`config.mk`:
```
export PLATFORM = sky130hd
export DESIGN_NAME = traffic_queue_sensor
export DESIGN_NICKNAME = d
export VERILOG_FILES = /design/src/rtl/traffic_queue_sensor.sv
export SDC_FILE = /design/constraint.sdc
export NUM_CORES = 1
export LEC_CHECK = 0
export ABC_CLOCK_PERIOD_IN_PS = 2900
export CAP_MARGIN = 20
export CORE_ASPECT_RATIO = 1.2
export CORE_MARGIN = 2
export CORE_UTILIZATION = 50
export CTS_CLUSTER_SIZE = 20
export DETAILED_ROUTE_END_ITERATION = 16
export HOLD_SLACK_MARGIN = 0.1
export PLACE_DENSITY = 0.76
export SETUP_SLACK_MARGIN = 0.15
export SYNTH_ARGS = -nofsm -noshare
export SYNTH_HDL_FRONTEND = slang
export SYNTH_SLANG_ARGS = --single-unit
```
`constraint.sdc`:
```
create_clock -name clk -period 2.9 [get_ports clk]
set_input_delay 0.435 -clock clk [delete_from_list [all_inputs] [get_ports clk]]
set_output_delay 0.435 -clock clk [all_outputs]
set_load 0.02 [all_outputs]
```
`src/rtl/traffic_queue_sensor.sv`:
```
// Per-street vehicle queue counters plus a light-protocol monitor that
// latches the first conflict, illegal-code or sequencing violation it sees.
module traffic_queue_sensor #(
   parameter int QW         = 4,
   parameter int MIN_YELLOW = 2
) (
   input  logic          clk,
   input  logic          reset,
   input  logic [1:0]    La,
   input  logic [1:0]    Lb,
   input  logic          arr_a,
   input  logic          arr_b,
   output logic          Ta,
   output logic          Tb,
   output logic [QW-1:0] qa,
   output logic [QW-1:0] qb,
   output logic          ovf,
   output logic          fault,
   output logic [1:0]    fault_code
);

   localparam int            YW    = (MIN_YELLOW < 1) ? 1 : $clog2(MIN_YELLOW + 1);
   localparam logic [YW-1:0] Y_SAT = YW'(MIN_YELLOW);
   localparam logic [QW-1:0] Q_MAX = '1;

   typedef enum logic [1:0] {
      RED     = 2'b00,
      YELLOW  = 2'b01,
      GREEN   = 2'b10,
      ILLEGAL = 2'b11
   } light_t;

   typedef enum logic [1:0] {
      F_NONE     = 2'b00,
      F_CONFLICT = 2'b01,
      F_ILLEGAL  = 2'b10,
      F_SEQUENCE = 2'b11
   } fault_t;

   logic [1:0]    pLa, pLb;
   logic [YW-1:0] ya, yb;
   logic [QW-1:0] qa_nxt, qb_nxt;
   logic          dep_a, dep_b, sat_a, sat_b;
   fault_t        viol;

   function automatic logic seq_bad(input logic [1:0] prev, input logic [1:0] cur,
                                    input logic [YW-1:0] run);
      logic bad;
      bad = 1'b0;
      // Illegal codes are reported on their own and never feed the sequence check.
      if (prev != ILLEGAL && cur != ILLEGAL) begin
         case ({prev, cur})
            {GREEN,  RED}:    bad = 1'b1;
            {RED,    YELLOW}: bad = 1'b1;
            {YELLOW, GREEN}:  bad = 1'b1;
            {YELLOW, RED}:    bad = (run < Y_SAT);
            default:          bad = 1'b0;
         endcase
      end
      return bad;
   endfunction

   function automatic logic [QW-1:0] q_step(input logic [QW-1:0] q, input logic arr,
                                            input logic dep);
      logic [QW-1:0] r;
      r = q;
      if (arr && !dep && q != Q_MAX) r = q + QW'(1);
      else if (dep && !arr)          r = q - QW'(1);
      return r;
   endfunction

   function automatic logic [YW-1:0] y_step(input logic [1:0] cur, input logic [YW-1:0] run);
      logic [YW-1:0] r;
      r = '0;
      if (cur == YELLOW) r = (run == Y_SAT) ? run : run + YW'(1);
      return r;
   endfunction

   // NOTE: every always_comb output gets a default first so no path can infer a latch.
   always_comb begin
      viol   = F_NONE;
      dep_a  = (La == GREEN) && (qa != '0);
      dep_b  = (Lb == GREEN) && (qb != '0);
      sat_a  = arr_a && !dep_a && (qa == Q_MAX);
      sat_b  = arr_b && !dep_b && (qb == Q_MAX);
      qa_nxt = q_step(qa, arr_a, dep_a);
      qb_nxt = q_step(qb, arr_b, dep_b);
      if (La == ILLEGAL || Lb == ILLEGAL)
         viol = F_ILLEGAL;
      else if (La != RED && Lb != RED)
         viol = F_CONFLICT;
      else if (seq_bad(pLa, La, ya) || seq_bad(pLb, Lb, yb))
         viol = F_SEQUENCE;
   end

   // NOTE: state registers use non-blocking assignments so every flop samples pre-edge values.
   always_ff @(posedge clk or posedge reset) begin
      if (reset) begin
         qa         <= '0;
         qb         <= '0;
         ovf        <= 1'b0;
         fault      <= 1'b0;
         fault_code <= F_NONE;
         pLa        <= GREEN;
         pLb        <= RED;
         ya         <= '0;
         yb         <= '0;
      end else begin
         qa  <= qa_nxt;
         qb  <= qb_nxt;
         pLa <= La;
         pLb <= Lb;
         ya  <= y_step(La, ya);
         yb  <= y_step(Lb, yb);
         if (sat_a || sat_b) ovf <= 1'b1;
         // Only the first violation is recorded; fault_code is frozen afterwards.
         if (!fault && viol != F_NONE) begin
            fault      <= 1'b1;
            fault_code <= viol;
         end
      end
   end

   assign Ta = (qa != '0);
   assign Tb = (qb != '0);

endmodule

```
## Word level (Yosys, flattened, before mapping)

Cells that the tools add are included.

- Flip-flop bits (word level): 20
- Logic and storage cells: 93

- Add/subtract/negate cells: 6
- Magnitude comparators: 2
- Equality and inequality tests: 26
- Multiplexer cells: 19
- Reductions and logical operators: 31

Operator list:

| operator | count |
|---|---|
| 4-bit by 3-bit == test with 1-bit output, second input constant | 4 |
| 4-bit == test, second input constant | 4 |
| 4-bit 2-to-1 mux | 4 |
| 1-bit logical AND | 14 |
| 2-bit 2-to-1 mux | 7 |
| 2-bit == test, second input constant | 6 |
| 2-bit inequality test, second input constant | 6 |
| 2-bit nonzero test | 5 |
| 4-bit by 1-bit adder with 4-bit output, second input constant | 2 |
| 4-bit by 1-bit == test with 1-bit output, second input constant | 2 |
| 4-bit inequality test, second input constant | 2 |
| 4-bit nonzero test | 2 |
| 4-bit by 1-bit subtractor with 4-bit output, second input constant | 2 |
| 1-bit 2-to-1 mux | 6 |
| 3-bit OR reduction | 2 |
| 1-bit logical NOT | 5 |
| 2-bit by 1-bit adder with 2-bit output, second input constant | 2 |
| 2-bit by 1-bit == test with 1-bit output, second input constant | 2 |
| 2-bit less-than comparator, second input constant | 2 |
| 1-bit one-hot mux with 2 select lines | 2 |
| 1-bit logical OR | 3 |

## Longest topological paths before layout

Gate-level depths: netlist of run 1.

- Word-level depth: 12
- Depth in mapped cells: 7
- Depth with buffers taken out: 7

## Worst setup path after synthesis of run 1

No wires, ideal clock.

- Kind: reg-to-reg
- Start point: register qa[0]
- End point: register qa[3]
- Arrival time: 2529 ps
- Data required time: 2820 ps
- Setup slack: 292 ps
- Stages on the path, launching flop included: 8
- Period minus slack after synthesis: 2608 ps
- Cells stage by stage: dfrtp_1 -> or4_4 -> a311o_1 -> ha_1 -> a21o_1 -> a21oi_1 -> mux2i_1 -> xor2_1

- Longest elaborated chain between the ends: 6
- Elaborated cells between the ends (all ways): 12

RTL lines:

| what | RTL line | source |
|---|---|---|
| from (decl) | 15 | `output logic [QW-1:0] qa,` |
| from (signal assigned) | 109 | `qa <= qa_nxt;` |
| 4-bit nonzero test * | - |  |
| named net Ta | 13 | `output logic Ta,` |
| 1-bit logical AND * | 82 | `dep_a = (La == GREEN) && (qa != '0);` |
| 1-bit logical NOT | 67 | `if (arr && !dep && q != Q_MAX) r = q + QW'(1);` |
| 1-bit logical AND (2 in a row) | 67 |  |
| 4-bit 2-to-1 mux / 2-bit nonzero test (equally long branches) | - |  |

The timed path passes the listed nets; every way through them passes the cells marked *. The select of a mux whose other input is x is not followed.
A chain may end at the register's enable or synchronous reset.

## Worst setup path after layout of run 1

- Start point: register qa[0]
- End point: register qa[3]

- Longest elaborated chain between the ends: 6
- Elaborated cells between the ends (all ways): 12

RTL lines:

| what |
|---|
| branches (longest 6 deep; another with 4-bit by 1-bit subtractor with 4-bit output) |

Parallel ways; which one is timed is not known. The select of a mux whose other input is x is not followed.

==> flow_summary_export.csv, run 1 <==
group,metric,value,unit
sta,tns,0,ns
grt,grt_pass1_wl,3077,um
final_layout,n_antenna_cell,0,
worst_setup_path,path_cells,"or4_4 > a311o_1 > ha_1 > a21o_1 > a21oi_1 > mux2i_1 > xor2_1",
grt,antenna_found_initial,0,
sta,max_freq,386.0,MHz
placement,place.gp.congestion,0.7907,
hold_path,hold_class,"reg -> reg",
worst_setup_path,worstSetupPathType,"reg -> reg",
worst_setup_path,start_kind,"register",
worst_setup_path,cp-end-kind,"register",
final_layout,fill_cells,165,
clocking,htree_levels,1,
clocking,clk_path_buf_depth,2,
logic_synthesis,synth_nets,114,
clocking,cts_buffers,3,
route,drt_iter0_markers,9,
final_layout,register_area,503.0,um2
final_layout,multiInputGateArea,545.5,um2
floorplan,die_x,46.38,um
clocking,clock-sinks,20,
worst_setup_path,r2r_setup_slack,0.31,ns
power_and_ir_drop,p_leak,0.0006097,uW
grt,grt.overflow.total,0,
route,dr.pass1.iters,4,
logic_synthesis,synth_cells,98,
grt,grt_max_degree,21,
run_status,status,"finished, final reports clean",
worst_setup_path,worst-endpoint-required,3.12,ns
worst_setup_path,critical_path_arrival,2.81,ns
logic_synthesis,synth_ff_type,"dfrtp_1",
power_and_ir_drop,p_per_area,836.2,nW/um2
logic_synthesis,ys_types,31,
sta,maxSlewHeadroom,50.78,%
logic_synthesis,ys_ff_latch,20,
route,ant_nets,0,
worst_setup_path,worst-path-buf-inv,0,
grt,grt_pass1_vias,720,
power_and_ir_drop,ir_drop,0.5992,mV
floorplan,initial_core_util,52.56,%
sta,final_max_slew_viol_count,0,
floorplan,num_rows,18,
logic_synthesis,synth_warnings,0,
placement,hpwl,1464,um
route,routed_wl,1917,um
grt,track_usage,17.19,%
worst_setup_path,critPathTopFamily,"compound AO/OA/AOI/OAI gates",
worst_setup_path,cpMaxStageDelayCell,"or4_4",
final_layout,area_growth,28.34,%
final_layout,drive_gt1_share,13.39,%
logic_synthesis,synthArstFlopShare,100.0,%
clocking,root_buffer,"clkbuf_4",
floorplan,ios,22,
final_layout,final_common_cell,"clkdlybuf4s50_1",
clocking,clk_latency,0.30,ns
route,drc,0,
sta,rsz0062_at_grt,"false",
sta,tightestPinTransition,0.7374,ns
logic_synthesis,synth_edf_count,0,
final_layout,mostFrequentLayoutCells,"21 x clkdlybuf4s50_1, 18 x dfrtp_1, 11 x nor2_1, 9 x xor2_1, 8 x inv_1",
sta,layout_worst_path_cycle_share,89.34,%
sta,fin_crit,2.591,ns
floorplan,dieArea,2544,um2
logic_synthesis,avgSynthCellArea,10.99,um2
route,avgRoutedWirePerCell,12.21,um
sta,setup_viol,0,
worst_setup_path,crit_fanout,6,
placement,io_buffers,21,
logic_synthesis,syn_area,1077,um2
floorplan,core_area,2049,um2
clocking,cts-hold-fix-buffers,0,
sta,skew,0.008847,ns
floorplan,die_h,54.85,um
clocking,path_clk_slew,0.11,ns
flow_run,max-cap-violations,0,
clocking,cts_tree,"built",
worst_setup_path,worst_path_largest_cell_delay,0.54,ns
final_layout,fin_nets,144,
route,avgViaCountPerCell,5.172,
power_and_ir_drop,power,1156,uW
route,vias,812,
logic_synthesis,ys_seq_area_share,46.57,%
sta,hold_viol_final,0,
power by group:
group          total, uW  internal, uW  switching (uW)  leakage, uW
Combinational        564           302             262     0.000357
Clock                134          53.5            80.5    0.0000150
Sequential           458           354             104     0.000238
layout make-up:
| class | instances | share of cell area (%) |
|---|---|---|
| Sequential cell | 20 | 36.38 |
| Inverter | 8 | 2.172 |
| Clock buffer | 4 | 1.900 |
| Tap cell | 30 | 2.715 |
| Multi-Input combinational cell | 70 | 39.46 |
| Timing Repair Buffer | 25 | 17.38 |
cell usage after synthesis (all sizes together) (2+ instances only):
master | number | area [um2]
dfrtp | 19 | 475.5
nor2 | 11 | 41.29
xor2 | 9 | 78.83
inv | 8 | 30.03
ha | 6 | 75.07
mux2 | 5 | 56.30
nand2b | 5 | 31.28
a21oi | 4 | 20.02
nand3 | 3 | 15.01
a21o | 2 | 15.01
a31oi | 2 | 12.51
fa | 2 | 40.04
mux2i | 2 | 20.02
nand2 | 2 | 10.01
nand4 | 2 | 12.51
o21ai | 2 | 10.01
per-stage QoR:
stage	area (um2)	hold WS (ns)	utilization, %	setup slack (ns)	cells
floorplan	1077	0.3981	-	0.2918	98
global placement	1355	0.4985	66.12	0.3910	153
detailed placement	1355	0.4917	66.12	0.3204	153
CTS	1381	0.5288	67.40	0.2851	157
global route	1383	0.5445	67.46	0.1702	157
finish	1383	0.5260	67.46	0.3091	157
flip-flops by register name, indices dropped and copies added (netlist names):
register,count
qa,4
fault,1
pLb,2
fault_code,2
pLa,2
yb,2
ya,2
ovf,1
qb,4
path summary, 6_finish.rpt:
kind                                     end  cells after the start               from
max                        qa[3]$_DFFE_PP0P_                      7  qa[0]$_DFFE_PP0P_
min                        qb[3]$_DFFE_PP0P_                      1  qb[3]$_DFFE_PP0P_
max reg2reg                qa[3]$_DFFE_PP0P_                      7  qa[0]$_DFFE_PP0P_
min reg2reg                qb[3]$_DFFE_PP0P_                      1  qb[3]$_DFFE_PP0P_
max in group asynchronous  qa[0]$_DFFE_PP0P_                      2              reset
min in group asynchronous   pLb[0]$_DFF_PP0_                      2              reset
metal layers:
metal / vias up / track usage [%] / wire, um
met5: - / 0 / 0
met4: 0 / 7.143 / 12
met3: 2 / 3.960 / 113
met2: 16 / 27.55 / 917
met1: 384 / 22.11 / 874
li1: 410 / - / -
timing repair:
action / in CTS / in global routing
endpoints found under the setup margin: 0 / 1
gates resized for setup: 0 / 1
setup buffers: 0 / 0
worst reg2reg max path: stages, from the launching register on:
cell and delay [ns]:
dfrtp_2 0.47, or4_4 0.54, a311o_1 0.46, ha_1 0.31
a21o_1 0.18, a21oi_1 0.17, mux2i_1 0.24, xor2_1 0.16
logic make-up after synthesis:
family,after synthesis,synth area share [%]
AOI/OAI and AO/OA,17,10.92
xor gates and xnor gates,10,8.131
adders and majority gates,8,10.69
buffers and inverters,8,2.788
DFF,20,46.57
muxes,7,7.084
and+or+nand+nor,28,13.82
Power figures use the tool's default switching activity.
==> run 2: changes to the inputs <==
Settings changed: GPL_TIMING_DRIVEN from default to 0.
==> flow_summary_export.csv, run 2 (synthesis gave the netlist of run 1 again) <==
group,metric,value,unit
route,vias,806,
final_layout,register_area,501.7,um2
floorplan,ios,22,
clocking,htree_levels,1,
clocking,clk_path_buf_depth,2,
final_layout,largest_registers,"qa x4, qb x4",
grt,grt_pass1_vias,809,
worst_setup_path,critical_path_arrival,2.88,ns
worst_setup_path,path_cells,"or4_4 > a311o_1 > ha_1 > a21o_1 > a21oi_1 > mux2i_1 > xor2_1",
clocking,clk_latency,0.30,ns
grt,grt_max_degree,21,
final_layout,drive_gt1_share,10.57,%
floorplan,dieArea,2544,um2
final_layout,final_common_cell,"clkdlybuf4s50_1",
floorplan,die_h,54.85,um
final_layout,fin_nets,140,
sta,maxSlewHeadroom,50.05,%
worst_setup_path,worst_path_largest_cell_delay,0.57,ns
sta,skew,0.006008,ns
grt,grt.overflow.total,0,
power_and_ir_drop,p_leak,0.0006046,uW
final_layout,fill_cells,158,
worst_setup_path,cpMaxStageDelayCell,"or4_4",
sta,fin_crit,2.649,ns
grt,grt_pass1_wl,3374,um
final_layout,mostFrequentLayoutCells,"21 x clkdlybuf4s50_1, 19 x dfrtp_1, 11 x nor2_1, 9 x xor2_1, 8 x inv_1",
grt,track_usage,18.54,%
clocking,cts-hold-fix-buffers,0,
power_and_ir_drop,power,1249,uW
clocking,cts_tree,"built",
sta,max_freq,377.4,MHz
floorplan,initial_core_util,52.56,%
final_layout,multiInputGateArea,545.5,um2
sta,hold_viol_final,0,
power_and_ir_drop,p_per_area,906.7,nW/um2
clocking,cts_setup_buffers,0,
worst_setup_path,start_kind,"register",
route,drt_iter0_markers,13,
clocking,cts_resized,0,
grt,antenna_found_initial,0,
worst_setup_path,worst-path-buf-inv,0,
final_layout,area_growth,27.87,%
clocking,clock-sinks,20,
placement,hpwl,1528,um
route,routed_wl,2069,um
floorplan,num_rows,18,
worst_setup_path,worstSetupPathType,"reg -> reg",
sta,rsz0062_at_grt,"false",
route,drc,0,
flow_run,max-cap-violations,0,
sta,final_max_slew_viol_count,0,
route,avgViaCountPerCell,5.268,
sta,tns,0,ns
placement,io_buffers,21,
floorplan,core_area,2049,um2
clocking,path_clk_slew,0.11,ns
clocking,root_buffer,"clkbuf_4",
final_layout,finish.utilization,67.22,%
placement,place.gp.congestion,0.7277,
clocking,cts_buffers,3,
run_status,status,"finished, final reports clean",
sta,tightestPinTransition,0.7484,ns
route,ant_nets,0,
worst_setup_path,worst-endpoint-required,3.13,ns
worst_setup_path,critPathTopFamily,"compound AO/OA/AOI/OAI gates",
final_layout,n_antenna_cell,0,
hold_path,hold_class,"reg -> reg",
worst_setup_path,cp-end-kind,"register",
sta,setup_viol,0,
floorplan,die_x,46.38,um
worst_setup_path,crit_fanout,6,
route,dr.pass1.iters,4,
route,avgRoutedWirePerCell,13.52,um
sta,layout_worst_path_cycle_share,91.36,%
power_and_ir_drop,ir_drop,0.6252,mV
-- run 2: changes by cell type in the layout (fill, tap and decap cells not counted), sizes merged --
cell / change
bufinv: +1
clkbuf: -1
buf: -4
-- run 2: where the power goes --
group | switching (uW) | internal, uW
clock network | 83.1 | 140
registers | 103 | 353
logic | 272 | 299
total | 458 | 791
-- run 2: area by class of cell --
class	count	share of cell area, %
Tap cell	30	2.725
Inverter	8	2.180
Clock buffer	3	1.635
Clock inverter	1	2.180
Sequential cell	20	36.42
Timing Repair Buffer	21	15.26
Multi-Input combinational cell	70	39.60
-- run 2: worst reg2reg max path, cell delays in order, from the launching register on --
cell and delay, ns:
dfrtp_1 0.48, or4_4 0.57, a311o_1 0.47, ha_1 0.30, a21o_1 0.18, a21oi_1 0.19
mux2i_1 0.24, xor2_1 0.16
-- run 2: final timing paths --
check                             startpoint                 to  slack, ns  cells past startpoint
max                        qa[0]$_DFFE_PP0P_  qa[3]$_DFFE_PP0P_       0.25                      7
min                          ovf$_DFFE_PP0P_    ovf$_DFFE_PP0P_       0.52                      2
max reg2reg                qa[0]$_DFFE_PP0P_  qa[3]$_DFFE_PP0P_       0.25                      7
min reg2reg                  ovf$_DFFE_PP0P_    ovf$_DFFE_PP0P_       0.52                      2
max in group asynchronous              reset  qa[2]$_DFFE_PP0P_       1.87                      2
min in group asynchronous              reset  yb[1]$_DFFE_PP0P_       0.55                      2
-- run 2: through the flow --
step	area (um2)	setup WS, ns	std cells	hold WS [ns]
2_1_floorplan	1077	0.2918	98	0.3981
6_report	1378	0.2506	153	0.5217
4_1_cts	1378	0.2763	153	0.5326
3_3_place_gp	1325	0.2137	149	0.4962
3_5_place_dp	1325	0.1587	149	0.5000
5_1_grt	1378	0.1555	153	0.5528
-- run 2: metal layers --
layer / share of wire (%) / global-route usage [%] / vias up
li1: - / - / 398
met1: 43 / 23.48 / 381
met2: 51 / 31.25 / 23
met3: 3.9 / 2.970 / 4
met4: 1.7 / 7.143 / 0
met5: 0 / 0 / -
